==> src/rtl/regfile_dump_reader_pkg.sv <==
// Shared constants for the register-file dump reader: FSM encoding, record
// length and the index-byte header format.
package regfile_dump_reader_pkg;

    localparam logic [2:0] ST_IDLE    = 3'd0;
    localparam logic [2:0] ST_ADDR    = 3'd1;
    localparam logic [2:0] ST_CAPTURE = 3'd2;
    localparam logic [2:0] ST_SEND    = 3'd3;
    localparam logic [2:0] ST_DONE    = 3'd4;

    localparam int         BYTES_PER_REC = 5;
    localparam logic [2:0] LAST_K        = 3'(BYTES_PER_REC - 1);

    // Record header: register index zero-extended into one byte.
    function automatic logic [7:0] hdr_byte(input logic [4:0] idx);
        return {3'b000, idx};
    endfunction

endpackage

==> src/rtl/register.sv <==
// Generic load-enabled register with asynchronous active-high clear.
module register #(
    parameter int WIDTH = 32
) (
    input  logic             clock,
    input  logic             clr,
    input  logic             ctrl_writeEnable,
    input  logic [WIDTH-1:0] In,
    output logic [WIDTH-1:0] Out
);

    always_ff @(posedge clock or posedge clr) begin
        if (clr)
            Out <= '0;
        else if (ctrl_writeEnable)
            Out <= In;
    end

endmodule

==> src/rtl/regfile_dump_reader.sv <==
// Walks register indices FIRST_REG..LAST_REG through one read port and emits
// each as a 5-byte record (index, then value MSB first) on a valid/ready stream.
module regfile_dump_reader
    import regfile_dump_reader_pkg::*;
#(
    parameter int FIRST_REG = 0,
    parameter int LAST_REG  = 31
) (
    input  logic        clock,
    input  logic        clr,
    input  logic        start,
    input  logic        abort,
    output logic [4:0]  ctrl_readReg,
    input  logic [31:0] data_readReg,
    output logic [7:0]  out_byte,
    output logic        out_valid,
    input  logic        out_ready,
    output logic        busy,
    output logic        done
);

    localparam logic [4:0] FIRST_IDX = 5'(FIRST_REG);
    localparam logic [4:0] LAST_IDX  = 5'(LAST_REG);

    logic [2:0]  state;
    logic [4:0]  idx;
    logic [2:0]  k;
    logic [31:0] snap;

    // Snapshot is loaded once per record so later register-file writes
    // cannot alter bytes already being streamed.
    register #(.WIDTH(32)) u_snap (
        .clock            (clock),
        .clr              (clr),
        .ctrl_writeEnable (state == ST_CAPTURE),
        .In               (data_readReg),
        .Out              (snap)
    );

    always_ff @(posedge clock or posedge clr) begin
        if (clr) begin
            state <= ST_IDLE;
            idx   <= FIRST_IDX;
            k     <= '0;
        end else if (abort) begin
            state <= ST_IDLE;
            idx   <= FIRST_IDX;
            k     <= '0;
        end else begin
            case (state)
                ST_IDLE: begin
                    idx <= FIRST_IDX;
                    k   <= '0;
                    if (start)
                        state <= ST_ADDR;
                end
                ST_ADDR:
                    state <= ST_CAPTURE;
                ST_CAPTURE: begin
                    k     <= '0;
                    state <= ST_SEND;
                end
                ST_SEND: begin
                    if (out_ready) begin
                        if (k == LAST_K) begin
                            k <= '0;
                            if (idx == LAST_IDX) begin
                                state <= ST_DONE;
                            end else begin
                                idx   <= idx + 5'd1;
                                state <= ST_ADDR;
                            end
                        end else begin
                            k <= k + 3'd1;
                        end
                    end
                end
                ST_DONE:
                    state <= ST_IDLE;
                default:
                    state <= ST_IDLE;
            endcase
        end
    end

    always_comb begin
        out_byte = 8'h00;
        if (state == ST_SEND) begin
            case (k)
                3'd0:    out_byte = hdr_byte(idx);
                3'd1:    out_byte = snap[31:24];
                3'd2:    out_byte = snap[23:16];
                3'd3:    out_byte = snap[15:8];
                3'd4:    out_byte = snap[7:0];
                default: out_byte = 8'h00;
            endcase
        end
    end

    assign ctrl_readReg = (state == ST_ADDR || state == ST_CAPTURE) ? idx : 5'd0;
    assign out_valid    = (state == ST_SEND);
    assign busy         = (state != ST_IDLE);
    assign done         = (state == ST_DONE);

endmodule

==> config.mk <==
export PLATFORM = sky130hd
export DESIGN_NAME = regfile_dump_reader
export DESIGN_NICKNAME = d
export VERILOG_FILES = /design/src/rtl/regfile_dump_reader_pkg.sv /design/src/rtl/register.sv /design/src/rtl/regfile_dump_reader.sv
export SDC_FILE = /design/constraint.sdc
export NUM_CORES = 1
export LEC_CHECK = 0
export ABC_AREA = 1
export ABC_CLOCK_PERIOD_IN_PS = 3000
export BUFFER_PORTS_ARGS = -buffer_cell sky130_fd_sc_hd__buf_2
export CAP_MARGIN = 20
export CORE_ASPECT_RATIO = 0.75
export CORE_MARGIN = 2
export CORE_UTILIZATION = 40
export CTS_CLUSTER_SIZE = 14
export DETAILED_ROUTE_END_ITERATION = 12
export PLACE_DENSITY = 0.6
export SYNTH_ARGS = -nofsm -noshare
export SYNTH_HDL_FRONTEND = slang
export SYNTH_HIERARCHICAL = 1
export SYNTH_SLANG_ARGS = --single-unit
==> constraint.sdc <==
create_clock -name clock -period 3 [get_ports clock]
set_input_delay 0.9 -clock clock [delete_from_list [all_inputs] [get_ports clock]]
set_output_delay 0.9 -clock clock [all_outputs]
set_load 0.005 [all_outputs]
# [After elaboration in Yosys (flattened, before gate mapping)]
# Cells that the tools add are included.
[totals] reg_bits=43 inputBits=37 out_inout_bits=16 word_cells=47
[op_classes] addsub=2 eq_ne=13 n_mux=18 reduce_logical=10
[op_table] cell="$pmux W8 S5" count=1
[op_table] cell="$mux W5" count=5
[op_table] cell="$mux W3" count=8
[op_table] cell="$eq A3 B2 Y1 const B" count=4
[op_table] cell="$pmux W3 S4" count=1
[op_table] cell="$pmux W5 S2" count=1
[op_table] cell="$reduce_bool A3 Y1" count=3
[op_table] cell="$mux W8" count=1
[op_table] cell="$eq A3 B1 Y1 const B" count=2
[op_table] cell="$eq A3 B3 Y1 const B" count=2
[op_table] cell="$logic_not A3 Y1" count=2
[op_table] cell="$ne A3 B2 Y1 const B" count=2
[op_table] cell="$ne A3 B3 Y1 const B" count=2
[op_table] cell="$pmux W3 S2" count=1
[op_table] cell="$add A5 B1 Y5 const B" count=1
[op_table] cell="$eq A5 B5 Y1 const B" count=1
[op_table] cell="$reduce_and A4 Y1" count=1
[op_table] cell="$add A3 B1 Y3 const B" count=1
[op_table] cell="$reduce_and A3 Y1" count=1
[op_table] cell="$reduce_and A2 Y1" count=1
[op_table] cell="$reduce_or A2 Y1" count=1
[op_table] cell="$logic_or A1 B1 Y1" count=1

# [Longest topological paths before layout]
# Gate-level depths: netlist of run 1.
[logic_depth] depth_word=6 depth_mapped=9 mapped_depth_nobuf=9

# [By module]
# The synthesis of run 1 kept the hierarchy.
[modules_own_cells] mod="register" n_inst=1 cells_per_inst=137 area_per_inst_um2=1296.2 seq_area_each_um2=800.8
[modules_own_cells] mod="regfile_dump_reader" n_inst=1 cells_per_inst=180 area_per_inst_um2=1093.5 seq_area_each_um2=275.3

# [Worst setup path after synthesis of run 1]
# No wires, ideal clock.
[synth_path] path_type="reg-to-output" from="register k[0]" to="output port out_byte[5]" t_arrival_ns=1.213 required_time_ns=2.100 setup_slack_ns=0.887 path_stages_with_launch=8 path_buffers=1 path_cell_list="dfrtp_1 ha_1 ha_1 clkbuf_1 nand2_1 nand2_1 a21oi_1 a21oi_1"
[synth_between] elab_chain_len=3 elab_cells_between_ends=7 classes_between="eq/ne (4); mux (2); reduce/logical (1)"
[synth_lines] item="from (decl)" line="regfile_dump_reader.sv:27" source="logic [2:0] k;"
[synth_lines] item="from (signal assigned)" line="regfile_dump_reader.sv:74" source="k <= k + 3'd1;"
[synth_lines] item="$eq A3 B3 Y1 (tied with other cells)" line="regfile_dump_reader.sv:89" source="case (k)"
[synth_lines] item="$pmux W8 S5 *" line="regfile_dump_reader.sv:89"
[synth_lines] item="$mux W8 *" line="regfile_dump_reader.sv:88" source="if (state == ST_SEND) begin"
[synth_lines] item="to (decl)" line="regfile_dump_reader.sv:15" source="output logic [7:0] out_byte,"
# Every way passes the cells marked *; elsewhere a longest branch is shown, timed or not.

# [Worst setup path after layout of run 1]
[layout_path] from="register k[0]" to="output port out_byte[2]"
# The elaborated chain is that of the path after synthesis.

==> flow_summary.yaml, run 1 <==
floorplan:
  num_rows: 24
  die_w_um: 93.25
  die_area_um2: 6615
  initial_utilization_pct: 41.23
  die_h_um: 70.94
  core-area_um2: 5796
  io_pins: 53
logic_synthesis:
  synth_seq_cells: 43
  async_flop_share_pct: 100.0
  synth_edf_count: 0
  yosys.cell_count.top_type: "nand2_1"
  synth_area_um2: 2390
  ys.flop_type: "dfrtp_1"
  netlist_instances: 317
  yosys_warnings: 6
  syn-num-nets: 361
  ys_types: 25
  yosysTopAreaCellShare_pct: 45.03
  seq_area_frac_synth_pct: 45.03
  synth_area_per_cell_um2: 7.539
  synth_area_leaders: "dfrtp_1 45%, nand2_1 25%, ha_1 3.7%"
  synthTopCellsByCount: "160 x nand2_1, 43 x dfrtp_1, 22 x nor2_1, 15 x inv_1, 14 x nand3_1"
  yosys.area.top_type: "dfrtp_1"
sta:
  finalClockSkew_ns: 0.007752
  post-route-period-util_pct: 90.18
  rsz0062_at_grt: "no"
  fin_crit_ns: 2.705
  fin_tns_setup_ns: 0
  max_freq_mhz: 369.6
  hold_viol_final: 0
  worst_pin_slew_ns: 0.5298
  setup_viol: 0
  slew_violations: 0
  maxSlewHeadroom_pct: 64.64
finish:
  final_util_pct: 47.45
  diodes: 0
  drive_gt1_share_pct: 24.39
  multiInputGateArea_um2: 1120
  final_nets: 413
  syn2layout_area_growth_pct: 15.08
  final_cell_area_um2: 2750
  regArea_um2: 1076
  final_cells: 447
  fill_cells: 609
clock_network:
  cts.path.max_buffers: 2
  clk_latency_ns: 0.30
  cts_tree: "done"
  ctsHoldBuffers: 0
  cts_root_buf: "clkbuf_8"
  htreeDepth: 2
  clock_sinks: 43
  post_cts_buffers: 0
  cts_resized: 0
  path_clk_slew_ns: 0.08
  cts_buffers: 5
worst_setup_path:
  rr_startpoint: "k[0]"
  cpPeakStageDelay_ns: 0.42
  regToRegSetupSlack_ns: 1.37
  cp-end-kind: "output pin"
  setup.worst_path.start_class: "flip-flop"
  cp_max_fo: 9
  slowest_stage: "dfrtp_1"
  startpoint: "k[0]"
  crit_top_cell: "nand2_1"
  r2r-end: "idx[1]"
  crit_type: "reg2out"
  worstSetupEndpoint: "out_byte[2]"
  reg2reg_depth: 7
  cp.arrival_ns: 1.81
  crit_chain: "inv_1, ha_1, nand2_1, inv_2, nand2_1, nand2_1, nor2_1, a21oi_1, buf_2"
  cp.required_ns: 2.10
worst_hold_path:
  hold_path_class: "reg2reg"
  min_path_cells: 2
  min-delay-start: "u_snap/Out[21]"
place:
  placed_area_um2: 2663
  port_buffers: 52
  gp_congestion: 0.8421
  dp_hpwl_um: 3957
  dpl.cell_count: 440
global_routing:
  grt_antenna_before_repair: 0
  grt_first_pass_wirelength_um: 9170
  grt_max_degree: 34
  grtUsageTotal_pct: 17.67
  grt_pass1_vias: 1883
  grt_overflow: 0
power_and_ir_drop:
  peakVddDrop_uv: 331.1
  p_leak_nw: 1.536
  power.density_nw_per_um2: 759.8
drt:
  wirelength_um: 5504
  postRouteAntennaNets: 0
  route.detailed.drc: 0
  drt-pass1-iter-count: 4
  drt-vias-per-instance: 4.492
  wl_per_cell_um: 12.31
  routed-via-count: 2008
  drt_iter0_drc: 143
outcome:
  status: "complete, no violations"
run:
  max_cap_violations: 0
[registers in the layout, summed over array words and instances, names as in the netlist]
register    count
state           3
idx             5
k               3
u_snap/Out     32
[critical path, delay by kind of cell, from the launching register on]
kind | cells | cell delay (ns)
AOI/OAI and AO/OA | 1 | 0.14
adders and majority gates | 1 | 0.18
buffers and inverters | 3 | 0.43
DFF | 1 | 0.42
and+or+nand+nor | 4 | 0.35
[per-stage QoR]
| stage | setup slack (ns) | total power (W) | hold slack, ns |
|---|---|---|---|
| after detailed placement | 0.6373 | 0.001729 | 0.4584 |
| after global placement | 0.6699 | 0.001704 | 0.4549 |
| after floorplan | 0.8870 | 0.001607 | 0.4419 |
| final | 0.2946 | 0.002090 | 0.4776 |
| after CTS | 0.3134 | 0.002108 | 0.4780 |
| after global routing | 0.1001 | 0.002285 | 0.5014 |
[layout by cell type (no fill, tap or decap), drive strengths merged]
| master | netlist | routed |
|---|---|---|
| a21oi | 10 | 10 |
| buf | 4 | 54 |
| clkbuf | 5 | 6 |
| clkinv | 0 | 1 |
| dfrtp | 43 | 43 |
| ha | 7 | 7 |
| inv | 23 | 23 |
| nand2 | 172 | 172 |
| nand3 | 16 | 16 |
| nand4 | 1 | 1 |
| nor2 | 25 | 25 |
| o211ai | 1 | 1 |
| o21ai | 8 | 8 |
| or2 | 1 | 1 |
| xnor2 | 1 | 1 |
[per-layer routing]
layer,track usage [%],share of wire (%),vias to the layer above,routed length (µm)
met5,0,0,-,0
met4,3.922,0.73,0,40
met3,3.301,3.8,5,207
met2,23.90,40,41,2229
met1,28.97,55,893,3027
li1,-,-,1069,-
[worst min path at each step]
| stage | end | slack (ns) |
|---|---|---|
| detailed placement | u_snap/Out[13] | 0.46 |
| floorplan | u_snap/Out[24] | 0.44 |
| CTS | u_snap/Out[14] | 0.48 |
| finish | u_snap/Out[21] | 0.48 |
| global placement | u_snap/Out[31] | 0.45 |
| global route | u_snap/Out[21] | 0.50 |
[where the power goes]
part	switching, W	leakage (nW)	internal [W]
clock network	0.000198	0.0470	0.000181
registers	0.000152	0.546	0.000813
logic	0.000495	0.943	0.000250
[area by class of cell]
class                      count  area share, %
clock buffer                   6          3.003
clock inverter                 1         0.1820
inverter                      23          3.412
multi-input combinational    242          40.72
sequential                    43          39.13
tap                           78          3.549
timing repair buffer          54          10.01
[cells by family (layout without fill, tap and decap cells)]
family / Yosys count / after routing / synth area share, %
AND/OR/NAND/NOR: 215 / 215 / 37.59
AO/OA/AOI/OAI: 19 / 19 / 5.131
adder cells (fa/ha/maj): 7 / 7 / 3.665
buffers and inverters: 32 / 84 / 8.220
flip-flops: 43 / 43 / 45.03
XOR/XNOR: 1 / 1 / 0.3666
Power figures use the tool's default switching activity.
==> run 2: changes to the inputs <==
BUFFER_PORTS_ARGS = default   (was -buffer_cell sky130_fd_sc_hd__buf_2)
DONT_BUFFER_PORTS = 1   (was default)
PLACE_DENSITY = 0.52   (was 0.6)
==> run 2 against run 1 <==
  * Cell area down 9.7%
  * First-iteration DRC count down 57%
  * Combinational power down 5.8%
  * Cell count down 11%
  * Worst setup slack better by 0.050 ns
  * Critical path type unchanged
  * Largest cell class unchanged
==> flow_summary.yaml, run 2 (same netlist as run 1, synthesis figures left out) <==
clock_network:
  htreeDepth: 2
  cts_buffers: 5
  cts_root_buf: "clkbuf_8"
  clk_latency_ns: 0.30
  cts_tree: "done"
  cts.path.max_buffers: 2
  post_cts_buffers: 0
  path_clk_slew_ns: 0.08
  ctsHoldBuffers: 0
  clock_sinks: 43
  cts_resized: 0
worst_setup_path:
  cp.arrival_ns: 1.76
  regToRegSetupSlack_ns: 1.37
  r2r-end: "u_snap/Out[12]"
  cp-end-kind: "output pin"
  reg2reg_depth: 7
  rr_startpoint: "state[2]"
  cp_max_fo: 5
  crit_type: "reg2out"
  cp.required_ns: 2.10
  setup.worst_path.start_class: "flip-flop"
drt:
  wl_met3_um: 255
  wl_per_cell_um: 13.48
  drt-vias-per-instance: 4.657
  met2_length_um: 2124
  routed-via-count: 1844
  met1_length_um: 2886
  drt-pass1-iter-count: 4
  wirelength_um: 5338
  drt_iter0_drc: 61
  postRouteAntennaNets: 0
  highest_layer: "met4"
  route.detailed.drc: 0
finish:
  diodes: 0
  final_nets: 361
  layout_common_cells: "160 x nand2_1, 43 x dfrtp_1, 21 x nor2_1, 15 x inv_1, 14 x nand3_1"
  drive_gt1_share_pct: 11.64
  syn2layout_area_growth_pct: 3.927
  largest_reg_flops: 32
  top_register: "u_snap/Out"
  fill_cells: 618
  layout_commonest_cell: "nand2_1"
  regArea_um2: 1076
  largestRegisters: "u_snap/Out x32, idx x5"
  final_cells: 396
  multiInputGateArea_um2: 1120
place:
  port_buffers: 0
  pre_cts_ws_ns: 0.6513
  dpl.cell_count: 388
  dp_hpwl_um: 3941
  gp_congestion: 0.7887
worst_hold_path:
  min_to: "u_snap/Out[0]"
  min-delay-start: "u_snap/Out[0]"
  min_path_cells: 2
  hold_path_class: "reg2reg"
sta:
  fin_tns_setup_ns: 0
  maxSlewHeadroom_pct: 68.72
  slew_violations: 0
  setup_viol: 0
  finalClockSkew_ns: 0.006987
  fin_ws_ns: 0.3441
  worst_pin_slew_ns: 0.4687
  max_freq_mhz: 376.5
  rsz0062_at_grt: "no"
  hold_viol_final: 0
  fin_crit_ns: 2.656
  post-route-period-util_pct: 88.53
global_routing:
  grt_first_pass_wirelength_um: 8832
  grtUsageTotal_pct: 17.22
  grt_pass1_vias: 1730
  grt_antenna_before_repair: 0
  grt_overflow: 0
  grt_max_degree: 34
power_and_ir_drop:
  p_leak_nw: 1.302
  peakVddDrop_uv: 274.0
  power.density_nw_per_um2: 819.8
floorplan:
  die_w_um: 93.25
  num_rows: 24
  die_area_um2: 6615
  initial_utilization_pct: 41.23
  io_pins: 53
  core-area_um2: 5796
  die_h_um: 70.94
outcome:
  status: "complete, no violations"
run:
  max_cap_violations: 0
run 2: cell types whose count changed in the layout (fill, tap and decap cells not counted), sizes merged:
cell | before | now
clkbuf | 6 | 7
buf | 54 | 2
run 2: report_power, final:
group          leakage [nW]  internal [W]  total (W)  switching [W]
combinational         0.713      0.000223   0.000702       0.000479
clock                0.0422      0.000164   0.000365       0.000201
sequential            0.546      0.000813   0.000969       0.000156
total                  1.30       0.00120    0.00204       0.000836
run 2: worst max path at each step:
stage / startpoint / to / slack [ns]
5_1_grt: k[0] / out_byte[1] / 0.16
3_3_place_gp: k[0] / out_byte[3] / 0.71
4_1_cts: k[0] / out_byte[0] / 0.32
3_5_place_dp: k[0] / out_byte[0] / 0.65
2_1_floorplan: k[0] / out_byte[5] / 0.89
6_report: k[0] / out_byte[0] / 0.34
run 2: area by class of cell:
type | count | area share [%]
repair buffers | 2 | 0.6045
well taps | 78 | 3.929
clock buffers | 7 | 3.073
clock inverters | 1 | 0.2015
inverters | 23 | 3.778
flip-flops and latches | 43 | 43.32
multi-input cells | 242 | 45.09
run 2: stage by stage:
step                      hold slack, ns  power [W]  util [%]  area, µm²
after floorplan                   0.4419   0.001607         -       2390
after global placement            0.4594   0.001683     41.45       2402
after detailed placement          0.4591   0.001695     41.45       2402
after CTS                         0.4808   0.002062     42.85       2484
after global routing              0.4985   0.002226     42.85       2484
final                             0.4761   0.002036     42.85       2484
run 2: layer usage:
layer  vias up  GRT usage [%]
met1       824          27.04
met3         8          3.834
met2        40          23.42
met5         -              0
met4         0          5.392
li1        972              -
run 2: critical path, cell delays in order (launching register included):
cell	delay, ns
dfrtp_1	0.42
inv_1	0.11
ha_1	0.17
inv_1	0.05
nor2_1	0.29
nand2_1	0.11
nand3_1	0.10
nor2_1	0.04
nor2_1	0.16
==> run 3: changes to the inputs <==
SYNTH_HIERARCHICAL = default   (was 1)
==> run 3 against run 2 <==
  * Sequential cell count is the same
  * Sequential share of layout area shrank 1.0 points
  * Worst setup slack lost 0.13 ns
  * Combinational power grew 18%
  * Hold slack lost 0.087 ns
  * Via count shrank 7.7%
  * Wire length shrank 5.7%
  * Power grew 6.1%
  * Critical path type unchanged
  * Critical endpoint is now out_byte[5]
  * Largest cell class unchanged
  * Largest power group unchanged
==> flow_summary.yaml, run 3 <==
outcome:
  status: "complete, no violations"
power_and_ir_drop:
  intPower_w: 0.001372
  peakVddDrop_uv: 339.5
  sequentialPowerShare_pct: 44.0
  power.density_nw_per_um2: 849.6
  p_sw_w: 0.0007890
  finalPower_w: 0.002161
  swShare_pct: 36.51
  p_clk_share_pct: 17.7
  p_leak_nw: 1.206
  pwr-share-comb_pct: 38.3
floorplan:
  die_h_um: 70.87
  io_pins: 53
  core-area_um2: 5796
  initial_utilization_pct: 41.15
  die_w_um: 93.16
  die_area_um2: 6602
  num_rows: 24
worst_setup_path:
  cp.arrival_ns: 1.88
  crit_type: "reg2out"
  crit_chain: "inv_1, ha_1, nand2_1, clkinvlp_4, nand2_1, o21ai_0, nor2_1, nor2_1"
  crit_buf_inv: 2
  slowest_stage: "dfrtp_1"
  setup.worst_path.start_class: "flip-flop"
  cp-end-kind: "output pin"
  cp_max_fo: 9
  cpPeakStageDelay_ns: 0.41
  cp.required_ns: 2.10
  crit_family: "simple AND/OR/NAND/NOR gates"
logic_synthesis:
  synthTopCellsByCount: "55 x nand2_1, 45 x nor2_1, 43 x dfrtp_1, 30 x inv_1, 17 x nand3_1"
  netlist_instances: 266
  ys_types: 29
  syn-num-nets: 310
  yosys_warnings: 0
  synth_area_um2: 2385
  ys.flop_type: "dfrtp_1"
  yosys.area.top_type: "dfrtp_1"
  synth_area_leaders: "dfrtp_1 45%, nand2_1 8.7%, mux2_4 8.2%"
  yosys.cell_count.top_type: "nand2_1"
  async_flop_share_pct: 100.0
  synth_seq_cells: 43
  yosysTopAreaCellShare_pct: 45.12
  synth_area_per_cell_um2: 8.965
  seq_area_frac_synth_pct: 45.12
  synth_edf_count: 0
drt:
  drt_iter0_drc: 46
  route.detailed.drc: 0
  routed-via-count: 1702
  drt-pass1-iter-count: 4
  wl_per_cell_um: 14.47
  wirelength_um: 5036
  drt-vias-per-instance: 4.891
  postRouteAntennaNets: 0
finish:
  final_nets: 313
  fill_cells: 598
  top_register: "u_snap.Out"
  layout_common_cells: "55 x nand2_1, 45 x nor2_1, 43 x dfrtp_1, 29 x inv_1, 17 x nand3_1"
  largest_reg_flops: 32
  syn2layout_area_growth_pct: 6.663
  drive_gt1_share_pct: 18.89
  multiInputGateArea_um2: 1146
  regArea_um2: 1076
  layout_commonest_cell: "nand2_1"
  diodes: 0
  largestRegisters: "u_snap.Out x32, idx x5"
global_routing:
  grt_antenna_before_repair: 0
  grt_first_pass_wirelength_um: 8245
  grt_max_degree: 46
  grt_overflow: 0
  grtUsageTotal_pct: 16.34
  grt_pass1_vias: 1611
sta:
  hold_viol_final: 0
  fin_crit_ns: 2.781
  setup_viol: 0
  fin_tns_setup_ns: 0
  post-route-period-util_pct: 92.70
  worst_pin_slew_ns: 0.6567
  slew_violations: 0
  finalClockSkew_ns: 0.008605
  max_freq_mhz: 359.6
  maxSlewHeadroom_pct: 56.22
  rsz0062_at_grt: "no"
  fin_hold_ws_ns: 0.3895
clock_network:
  path_clk_slew_ns: 0.08
  cts_resized: 0
  ctsHoldBuffers: 0
  clk_latency_ns: 0.30
  cts_tree: "done"
  clock_sinks: 43
  cts.path.max_buffers: 2
  cts_buffers: 5
  post_cts_buffers: 0
  cts_root_buf: "clkbuf_8"
  htreeDepth: 2
worst_hold_path:
  hold_path_class: "in2async"
place:
  dp_hpwl_um: 3750
  gp_congestion: 0.7396
  port_buffers: 0
run:
  max_cap_violations: 0
## run 3: cell types whose count changed after synthesis, sizes merged, moves of 2 or more
cell,change
nand3,+3
nand2,-114
o21ai,+7
o22ai,+2
a21oi,+4
inv,+8
clkbuf,-4
mux2,+19
nor2,+23
## run 3: layer usage
metal	part of all wire (%)	GRT usage, %	vias to the layer above
li1	-	-	858
met1	50	24.49	801
met2	42	22.38	37
met3	7.3	5.431	6
met4	0.95	4.902	0
met5	0	0	-
## run 3: kinds of logic (layout without fill, tap and decap cells)
logic type,Yosys count,in the layout,share of synthesized area (%)
AO/OA/AOI/OAI,32,32,9.549
multiplexers,19,19,11.02
XOR/XNOR,1,1,0.3673
flip-flops,43,43,45.12
AND/OR/NAND/NOR,127,127,23.45
buffers and inverters,37,41,6.820
adder cells (fa/ha/maj),7,7,3.672
## run 3: layout make-up
class	instances	share of cell area (%)
well taps	78	3.837
clock buffers	5	2.705
flip-flops and latches	43	42.30
inverters	32	4.870
multi-input cells	186	45.06
clock inverters	3	0.9346
repair buffers	1	0.2951
## run 3: stage by stage
| stage | worst slack, ns | area (µm²) | cells | utilization [%] |
|---|---|---|---|---|
| 3_5_place_dp | 0.5285 | 2447 | 340 | 42.23 |
| 4_1_cts | 0.1829 | 2540 | 348 | 43.83 |
| 2_1_floorplan | 0.8376 | 2385 | 266 | - |
| 3_3_place_gp | 0.5522 | 2447 | 340 | 42.23 |
| 6_report | 0.2189 | 2544 | 348 | 43.89 |
| 5_1_grt | 0.04359 | 2544 | 348 | 43.89 |
## run 3: power groups by stage
stage | Combinational [W] | Clock, W | Sequential (W)
floorplan | 0.000754 | 0 | 0.000920
global placement | 0.000836 | 0 | 0.000960
detailed placement | 0.000840 | 0 | 0.000963
CTS | 0.000843 | 0.000402 | 0.000951
global route | 0.000926 | 0.000417 | 0.000981
finish | 0.000828 | 0.000382 | 0.000951
## run 3: final timing paths
kind / end / cells after the start / slack (ns) / startpoint
worst max-delay path: out_byte[5] / 8 / 0.22 / k[0]
worst min-delay path: state[1] / 1 / 0.39 / clr
worst max register to register: u_snap.Out[28] / 3 / 1.36 / state[2]
worst min register to register: u_snap.Out[18] / 2 / 0.52 / u_snap.Out[18]
max in group asynchronous: idx[3] / 2 / 1.90 / clr
min in group clock: u_snap.Out[18] / 2 / 0.52 / u_snap.Out[18]
## run 3: worst register-to-register path, cell delays in order, from the launching register on
cell and delay, ns:
dfrtp_1 0.48, nor2_4 0.21, nand2_4 0.36, mux2_4 0.47
